$ cat config.mk
export PLATFORM = sky130hd
export DESIGN_NAME = multi_seq_trigger
export DESIGN_NICKNAME = d
export VERILOG_FILES = /design/src/rtl/seq_trig_pkg.sv /design/src/rtl/seq_trig_chan.sv /design/src/rtl/multi_seq_trigger.sv
export SDC_FILE = /design/constraint.sdc
export NUM_CORES = 1
export LEC_CHECK = 0
export CAP_MARGIN = 20
export CELL_PAD_IN_SITES_DETAIL_PLACEMENT = 1
export CELL_PAD_IN_SITES_GLOBAL_PLACEMENT = 1
export CORE_UTILIZATION = 46
export CTS_CLUSTER_DIAMETER = 120
export DETAILED_ROUTE_END_ITERATION = 10
export GPL_ROUTABILITY_DRIVEN = 0
export PLACE_DENSITY_LB_ADDON = 0.3
export SLEW_MARGIN = 20
export SYNTH_ARGS = -nofsm -noshare
export SYNTH_HDL_FRONTEND = slang
export SYNTH_SLANG_ARGS = --single-unit
$ cat constraint.sdc
create_clock -name clk -period 2.5 [get_ports clk]
set_input_delay 0.375 -clock clk [delete_from_list [all_inputs] [get_ports clk]]
set_output_delay 0.375 -clock clk [all_outputs]
set_load 0.05 [all_outputs]
$ cat src/rtl/seq_trig_pkg.sv
// -----------------------------------------------------------------------------
// seq_trig_pkg
// Shared types and default constants for the multi-channel sequence trigger.
//   chan_state_e : per-channel FSM state (IDLE waits for a load rise,
//                  ARMED waits for done inside the latched window)
//   *_DEF        : default values of the NCH / WIN_W / CNT_W parameters
// -----------------------------------------------------------------------------
package seq_trig_pkg;

   typedef enum logic [0:0] {
      IDLE  = 1'b0,
      ARMED = 1'b1
   } chan_state_e;

   localparam int NCH_DEF   = 4;
   localparam int WIN_W_DEF = 4;
   localparam int CNT_W_DEF = 8;

endpackage : seq_trig_pkg

$ cat src/rtl/seq_trig_chan.sv
// -----------------------------------------------------------------------------
// seq_trig_chan
// One independent load/done channel. A rising load_mem opens a window of
// win_len cycles. The first done inside that window is a hit and pulses
// ready. If the window runs out first, that is a miss and pulses timeout.
// Each hit also bumps a saturating counter.
//
// Optional feature macro: SEQ_TRIG_TIMEOUT_EN
//   defined   -> timeout is a registered one-cycle miss pulse
//   undefined -> timeout is tied to 0 (hit behaviour identical)
//
// Ports
//   clk      in   posedge clock
//   rst_n    in   asynchronous active-low reset
//   load_mem in   load request level for this channel
//   done     in   load-complete indication for this channel
//   win_len  in   window length, latched when the channel arms
//   cnt_clr  in   synchronous clear of the hit counter (beats increment)
//   ready    out  one-cycle hit pulse (registered)
//   timeout  out  one-cycle miss pulse (registered, macro-gated)
//   hit_cnt  out  saturating hit counter
// -----------------------------------------------------------------------------
module seq_trig_chan
   import seq_trig_pkg::*;
#(
   parameter int WIN_W = WIN_W_DEF,
   parameter int CNT_W = CNT_W_DEF
) (
   input  logic             clk,
   input  logic             rst_n,
   input  logic             load_mem,
   input  logic             done,
   input  logic [WIN_W-1:0] win_len,
   input  logic             cnt_clr,
   output logic             ready,
   output logic             timeout,
   output logic [CNT_W-1:0] hit_cnt
);

   localparam logic [CNT_W-1:0] CNT_MAX = {CNT_W{1'b1}};

   chan_state_e      state_r;
   chan_state_e      state_s;
   logic             prev_load_r;
   logic             rise_s;
   logic             hit_s;
   logic             miss_s;
   logic             arm_s;
   logic [WIN_W-1:0] win_r;
   logic [WIN_W-1:0] count_r;
   logic             ready_r;
   logic [CNT_W-1:0] hit_cnt_r;

   // The load history resets to 0, so a load already high at the first edge
   // after reset counts as a rise.
   assign rise_s = load_mem & ~prev_load_r;

   // State register and previous-load history.
   always_ff @(posedge clk or negedge rst_n) begin
      if (!rst_n) begin
         state_r     <= IDLE;
         prev_load_r <= 1'b0;
      end else begin
         state_r     <= state_s;
         prev_load_r <= load_mem;
      end
   end

   // Next-state decode: arm on a rise without done when the window is nonzero.
   always_comb begin
      state_s = state_r;
      case (state_r)
         IDLE: begin
            if (rise_s && !done && (win_len != WIN_W'(0))) begin
               state_s = ARMED;
            end else begin
               state_s = IDLE;
            end
         end
         ARMED: begin
            if (done || (count_r == win_r)) begin
               state_s = IDLE;
            end else begin
               state_s = ARMED;
            end
         end
         default: state_s = IDLE;
      endcase
   end

   // Outcome decode for this edge: hit, miss, or start a new window.
   // Rises seen while ARMED are ignored on purpose.
   always_comb begin
      hit_s  = 1'b0;
      miss_s = 1'b0;
      arm_s  = 1'b0;
      case (state_r)
         IDLE: begin
            if (rise_s) begin
               if (done) begin
                  hit_s = 1'b1;
               end else if (win_len == WIN_W'(0)) begin
                  // A zero window only accepts done on the rise edge itself.
                  miss_s = 1'b1;
               end else begin
                  arm_s = 1'b1;
               end
            end else begin
               arm_s = 1'b0;
            end
         end
         ARMED: begin
            if (done) begin
               hit_s = 1'b1;
            end else if (count_r == win_r) begin
               miss_s = 1'b1;
            end else begin
               miss_s = 1'b0;
            end
         end
         default: begin
            hit_s  = 1'b0;
            miss_s = 1'b0;
            arm_s  = 1'b0;
         end
      endcase
   end

   // Window latch and elapsed-cycle counter. The rise edge is cycle 1, so a
   // miss happens exactly win_len edges after the rise.
   always_ff @(posedge clk or negedge rst_n) begin
      if (!rst_n) begin
         win_r   <= WIN_W'(0);
         count_r <= WIN_W'(0);
      end else if (arm_s) begin
         win_r   <= win_len;
         count_r <= WIN_W'(1);
      end else if ((state_r == ARMED) && !hit_s && !miss_s) begin
         count_r <= count_r + WIN_W'(1);
      end else begin
         count_r <= count_r;
      end
   end

   // Registered hit pulse and saturating hit counter. Clear beats increment.
   always_ff @(posedge clk or negedge rst_n) begin
      if (!rst_n) begin
         ready_r   <= 1'b0;
         hit_cnt_r <= CNT_W'(0);
      end else begin
         ready_r <= hit_s;
         if (cnt_clr) begin
            hit_cnt_r <= CNT_W'(0);
         end else if (hit_s && (hit_cnt_r != CNT_MAX)) begin
            hit_cnt_r <= hit_cnt_r + CNT_W'(1);
         end else begin
            hit_cnt_r <= hit_cnt_r;
         end
      end
   end

`ifdef SEQ_TRIG_TIMEOUT_EN
   logic timeout_r;

   // Registered miss pulse.
   always_ff @(posedge clk or negedge rst_n) begin
      if (!rst_n) begin
         timeout_r <= 1'b0;
      end else begin
         timeout_r <= miss_s;
      end
   end

   assign timeout = timeout_r;
`else
   assign timeout = 1'b0;
`endif

   assign ready   = ready_r;
   assign hit_cnt = hit_cnt_r;

endmodule : seq_trig_chan

$ cat src/rtl/multi_seq_trigger.sv
// -----------------------------------------------------------------------------
// multi_seq_trigger
// NCH independent sequence-trigger channels that share one window length.
// Each channel is a seq_trig_chan instance.
//
// Optional feature macro: SEQ_TRIG_TIMEOUT_EN (enables the timeout pulses)
//
// Ports
//   clk       in   posedge clock
//   rst_n     in   asynchronous active-low reset
//   load_mem  in   [NCH]       per-channel load request level
//   done      in   [NCH]       per-channel load-complete indication
//   win_len   in   [WIN_W]     window length, latched per channel at arm
//   cnt_clr   in   1           synchronous clear of all hit counters
//   ready     out  [NCH]       one-cycle per-channel hit pulse
//   ready_any out  1           OR of ready
//   timeout   out  [NCH]       one-cycle per-channel miss pulse
//   hit_cnt   out  [NCH*CNT_W] packed hit counters, channel 0 in the LSBs
// -----------------------------------------------------------------------------
module multi_seq_trigger
   import seq_trig_pkg::*;
#(
   parameter int NCH   = NCH_DEF,
   parameter int WIN_W = WIN_W_DEF,
   parameter int CNT_W = CNT_W_DEF
) (
   input  logic               clk,
   input  logic               rst_n,
   input  logic [NCH-1:0]     load_mem,
   input  logic [NCH-1:0]     done,
   input  logic [WIN_W-1:0]   win_len,
   input  logic               cnt_clr,
   output logic [NCH-1:0]     ready,
   output logic               ready_any,
   output logic [NCH-1:0]     timeout,
   output logic [NCH*CNT_W-1:0] hit_cnt
);

   genvar g;
   generate
      for (g = 0; g < NCH; g++) begin : g_chan
         seq_trig_chan #(
            .WIN_W (WIN_W),
            .CNT_W (CNT_W)
         ) u_chan (
            .clk      (clk),
            .rst_n    (rst_n),
            .load_mem (load_mem[g]),
            .done     (done[g]),
            .win_len  (win_len),
            .cnt_clr  (cnt_clr),
            .ready    (ready[g]),
            .timeout  (timeout[g]),
            .hit_cnt  (hit_cnt[g*CNT_W +: CNT_W])
         );
      end
   endgenerate

   // ready is already registered in each channel, so the OR stays combinational.
   assign ready_any = |ready;

endmodule : multi_seq_trigger

==> flow_metrics.py <==
metrics = {
    "clock_tree": {
        "cts-resized-gates": 0,
        "postCtsSetupRepairBufs": 0,
        "numCtsBuffers": 9,
        "cts_tree": "yes",
        "ctsHoldBuffers": 1,
        "clkTransAtPathRegs_ps": 70,
        "htree_levels": 3,
        "cts_buffer_depth": 2,
        "clock-sinks": 76,
        "clk_latency_ps": 350,
        "root_buffer": "clkbuf_8",
    },
    "timing": {
        "tightest_slew_ps": 608,
        "min_period_ps": 2330,
        "setup_ws_ps": 167,
        "fin_skew_ps": 15.8,
        "timing.slew.headroom": 0.595,
        "hold_slack_ps": 492,
        "hold_viol": 0,
        "period_share": 0.933,
        "max_freq_ghz": 0.429,
        "setup_viol": 0,
        "grt_setup_unrepaired": "no",
        "slew_violations": 0,
        "finalSetupTns_ps": 0,
    },
    "synthesis": {
        "synth_top_cell_by_area": "dfrtp_1",
        "synth-edff-count": 0,
        "yosysSeqAreaShare": 0.495,
        "yosys_warnings": 0,
        "post_synth.cell_area_avg_sq_um": 10.8,
        "ys_ff_latch": 76,
        "synth-main-ff-cell": "dfrtp_1",
        "async_flop_share": 1.00,
        "yosys-top-cells-area": "dfrtp_1 (49%), nand2_1 (4.7%), xnor2_1 (4.6%)",
        "synth_top_cell_area_share": 0.495,
        "yosysUniqueCellTypes": 49,
        "synthCells": 357,
        "synth_area_sq_um": 3840,
    },
    "placed_design": {
        "dp_slack_ps": 277,
        "post-dp-hpwl_microns": 6480,
        "port-buffer-count": 51,
    },
    "route": {
        "routed_wl_microns": 9170,
        "dr_wl_met3_microns": 232,
        "antenna_left": 0,
        "met1_length_microns": 4120,
        "first_pass_iters": 4,
        "route.detailed.drc": 0,
        "num_vias": 2927,
        "route.met2.wl_microns": 4670,
        "viasPerCell": 5.63,
        "dr.max_layer_used": "met4",
        "drt_iter0_drc": 73,
        "wl_per_cell_microns": 17.6,
    },
    "outcome": {
        "status": "completed",
    },
    "power": {
        "switchingPower_uw": 1030,
        "switching_share": 0.302,
        "p_int_uw": 2390,
        "ir_worst_vdd_uv": 390,
        "p_per_area_nw_per_um2": 733,
        "p_clk_frac": 0.324,
        "leakage_uw": 0.00200,
        "seq_power_share": 0.471,
        "p_comb_frac": 0.205,
    },
    "setup_path": {
        "cp_data_arrival_time_ps": 1960,
        "setup.worst_path.start_class": "flip-flop",
        "crit_fanout": 2,
        "crit_type": "flip-flop to output pin",
        "crit_required_ps": 2120,
        "cp-end-kind": "output pin",
    },
    "die": {
        "die-area_sq_um": 8730,
        "die_h_microns": 93.4,
        "io_pins": 56,
        "core_area_sq_um": 7890,
        "die_x_microns": 93.4,
        "initial_core_util": 0.487,
        "std_cell_rows": 32,
    },
    "worst_hold_path": {
        "hold_path.class": "flip-flop to flip-flop",
    },
    "global_routing": {
        "grt_pass1_wl_microns": 15700,
        "grt_pass1_vias": 3108,
        "grt_max_degree": 43,
        "grt.overflow.total": 0,
        "grt.total_usage": 0.231,
        "antenna_found_initial": 0,
    },
    "layout": {
        "final_layout_size_suffix_gt1_frac": 0.0933,
        "syn2layout_area_growth_pct": 21.5,
        "diodes": 0,
        "final_util": 0.592,
        "nets": 436,
    },
    "flow_run": {
        "max-cap-violations": 0,
    },
}
## critical path, stage by stage, from the launching register on
cell and delay, ps:
dfrtp_1 400, or4_1 500, clkdlybuf4s50_1 710
## state kept, by name (all words and copies together), names as in the netlist
signal                     flops
g_chan.u_chan.prev_load_r      4
g_chan.u_chan.win_r           16
g_chan.u_chan.state_r          4
g_chan.u_chan.ready            4
g_chan.u_chan.hit_cnt         32
g_chan.u_chan.count_r         16
## layer usage
layer,GRT usage,vias to the layer above
met2,0.394,50
met3,0.0407,13
met4,0.0705,0
met5,0,-
li1,-,1401
met1,0.299,1463
## logic make-up after synthesis
kind of cell	Yosys count	synth area share
buf+inv	22	0.0364
fa+ha+maj	8	0.0260
other cells	1	0.000975
simple gates	141	0.214
xor+xnor	21	0.0478
flops	76	0.495
compound gates	71	0.134
mux	17	0.0459
## layout make-up
| type | instances | area, sq um |
|---|---|---|
| fillers | 867 | 3210 |
| flip-flops and latches | 76 | 1900 |
| multi-input cells | 262 | 1810 |
| repair buffers | 58 | 576 |
| clock buffers | 11 | 131 |
| well taps | 102 | 128 |
| clock inverters | 5 | 100 |
| inverters | 6 | 22.5 |
## cells in the mapped netlist, types with 2 or more instances
master     n
dfrtp_1   76
nand2_1   48
a21oi_1   20
xnor2_1   20
nand2b_1  13
mux2i_1   12
a22o_1    11
nand3_1   11
or4_1     11
nor2_1    10
buf_4      9
nor2b_1    9
ha_1       8
o21ai_1    7
o31ai_1    7
inv_1      6
o21ai_0    6
mux2_1     5
nand4_1    5
nor3_1     5
or3_1      5
a41oi_2    4
nand2_4    4
nor4_1     4
a211oi_1   3
a311oi_1   3
and3_1     3
buf_2      3
nor4b_2    3
a31oi_1    2
a41oi_1    2
and4_1     2
clkbuf_1   2
clkbuf_8   2
o41ai_1    2
## power groups by stage
stage	logic, uW	clock network, uW	registers (uW)
after floorplan	499	0	1610
after global placement	653	0	1620
after detailed placement	702	0	1640
after CTS	715	1130	1620
after global routing	776	1190	1640
final	703	1110	1610
## cells in the final DEF (no fill, tap or decap), types with 2 or more instances in the layout
master and instances:
o21ai_1 7, a21oi_1 20, mux2_1 5, nand3_1 11, clkbuf_8 9, nand2_4 4, o31ai_1 7, clkdlybuf4s50_1 50
or4_1 11, conb_1 4, nand4_1 5, nand2_1 48, a41oi_2 4, clkinv_2 2, o41ai_1 2, xnor2_1 20
nor4_1 4, nor2_1 10, bufinv_16 3, ha_1 8, nor3_1 5, inv_1 6, mux2i_1 12, a211oi_1 3
nor4b_2 3, or3_1 5, buf_4 6, a41oi_1 2, nand2b_1 13, and3_1 3, clkbuf_1 2, a22o_1 11
nor2b_1 9, o21ai_0 6, dfrtp_1 76, and4_1 2, a31oi_1 2, a311oi_1 3
## metrics by stage
step           std cells  instance area, sq um  power [uW]
6_report             520                  4670        3430
5_1_grt              520                  4670        3600
4_1_cts              520                  4670        3460
3_5_place_dp         503                  4430        2340
3_3_place_gp         503                  4430        2280
2_1_floorplan        360                  3860        2110
## final timing paths
kind / startpoint / end / slack [ps] / depth (start not counted)
max: g_chan[0].u_chan.ready$_DFF_PN0_ / ready_any / 170 / 2
min: g_chan[3].u_chan.count_r[3]$_DFFE_PN0P_ / g_chan[3].u_chan.count_r[3]$_DFFE_PN0P_ / 490 / 1
max reg2reg: g_chan[2].u_chan.hit_cnt[0]$_DFFE_PN0P_ / g_chan[2].u_chan.hit_cnt[7]$_DFFE_PN0P_ / 670 / 5
min reg2reg: g_chan[3].u_chan.count_r[3]$_DFFE_PN0P_ / g_chan[3].u_chan.count_r[3]$_DFFE_PN0P_ / 490 / 1
max in group asynchronous: rst_n / g_chan[2].u_chan.state_r$_DFF_PN0_ / 1390 / 3
min in group asynchronous: rst_n / g_chan[3].u_chan.hit_cnt[7]$_DFFE_PN0P_ / 520 / 2
No activity file was read; power rests on OpenSTA's default activity.
==> RTL edit: new RTL, config.mk and constraints unchanged <==
Change the package constant `NCH_DEF` from 4 to 3.
--- a/src/rtl/seq_trig_pkg.sv
+++ b/src/rtl/seq_trig_pkg.sv
@@ -12,7 +12,7 @@
       ARMED = 1'b1
    } chan_state_e;
 
-   localparam int NCH_DEF   = 4;
+   localparam int NCH_DEF   = 3;
    localparam int WIN_W_DEF = 4;
    localparam int CNT_W_DEF = 8;
 
Ports: changed (5 resized); port bits go from 56 to 44. The function was not compared with the original's and may differ.
==> RTL edit against the unedited design <==
Routed wire length decreased by 31%. Power decreased by 28%. Register-to-register slack improved by 0.15 ns. First-iteration DRC count increased by 51%. Synthesized area decreased by 25%. Worst setup slack improved by 0.18 ns. Largest power group unchanged. Critical path type unchanged. Critical path depth unchanged. Cell area decreased by 24%. Sequential cell count decreased by 19.
==> RTL edit: results <==
[cells_and_area]
nNetsFinal = 336
largest_reg_flops = 24
bufAreaShareNonClock = 0.127
clkbuf_count = 14
n_all_buffers = 47
post-route-util = 0.590
fillers = 645

[route]
drtIter0Drc = 110
finalWirelength_um = 6320
wl_per_cell_um = 16.0

[setup_path]
r2r_cells = 4
arrival_ns = 1.78
reg2reg_from = "g_chan[1].u_chan.hit_cnt[3]"

[timing]
skew_ns = 0.00763

[yosys]
synth.area.top_cells = "dfrtp_1 49%, xnor2_1 4.9%, mux2i_1 4.2%"
ys_seq_elements = 57
ys_seq_area_frac = 0.494

[pwr]
seqPwrFrac = 0.490
p_leak_uw = 0.00152
vdd_drop_max_mv = 0.427

[cts]
insertion_delay_ns = 0.32

[min_path]
worstHoldStart = "g_chan[0].u_chan.count_r[3]"
hold_end = "g_chan[0].u_chan.count_r[3]"

[run_status]
status = "completed"

[global_routing]
gr-usage-all-layers = 0.217

[die]
tapCellCount = 75

[placement]
place_area_um2 = 3360
dpl.cell_count = 380
[RTL edit: cell count changes in the layout (fill, tap and decap cells not counted), moves of 5 or more]
cell / before / now
dfrtp_1: 76 / 57
nand3_1: 11 / 5
clkdlybuf4s50_1: 50 / 39
nand2_1: 48 / 28
a21oi_1: 20 / 10
or4_1: 11 / 4
o31ai_1: 7 / 2
[RTL edit: cell families (layout without fill, tap and decap cells)]
logic type / count (synthesis) / count (layout) / share of synthesized area
AO/OA/AOI/OAI: 47 / 47 / 0.118
XOR/XNOR: 17 / 17 / 0.0516
adder cells (fa/ha/maj): 6 / 6 / 0.0260
buffers and inverters: 18 / 68 / 0.0317
flip-flops: 57 / 57 / 0.494
multiplexers: 20 / 20 / 0.0729
other: 1 / 3 / 0.00130
AND/OR/NAND/NOR: 102 / 102 / 0.205
[RTL edit: metal layers]
metal	share of wire	wire length [um]	global-route usage
met2	0.51	3200	0.361
met4	0.014	90	0.0804
met5	0	0	0
met1	0.45	2870	0.278
met3	0.024	152	0.0438
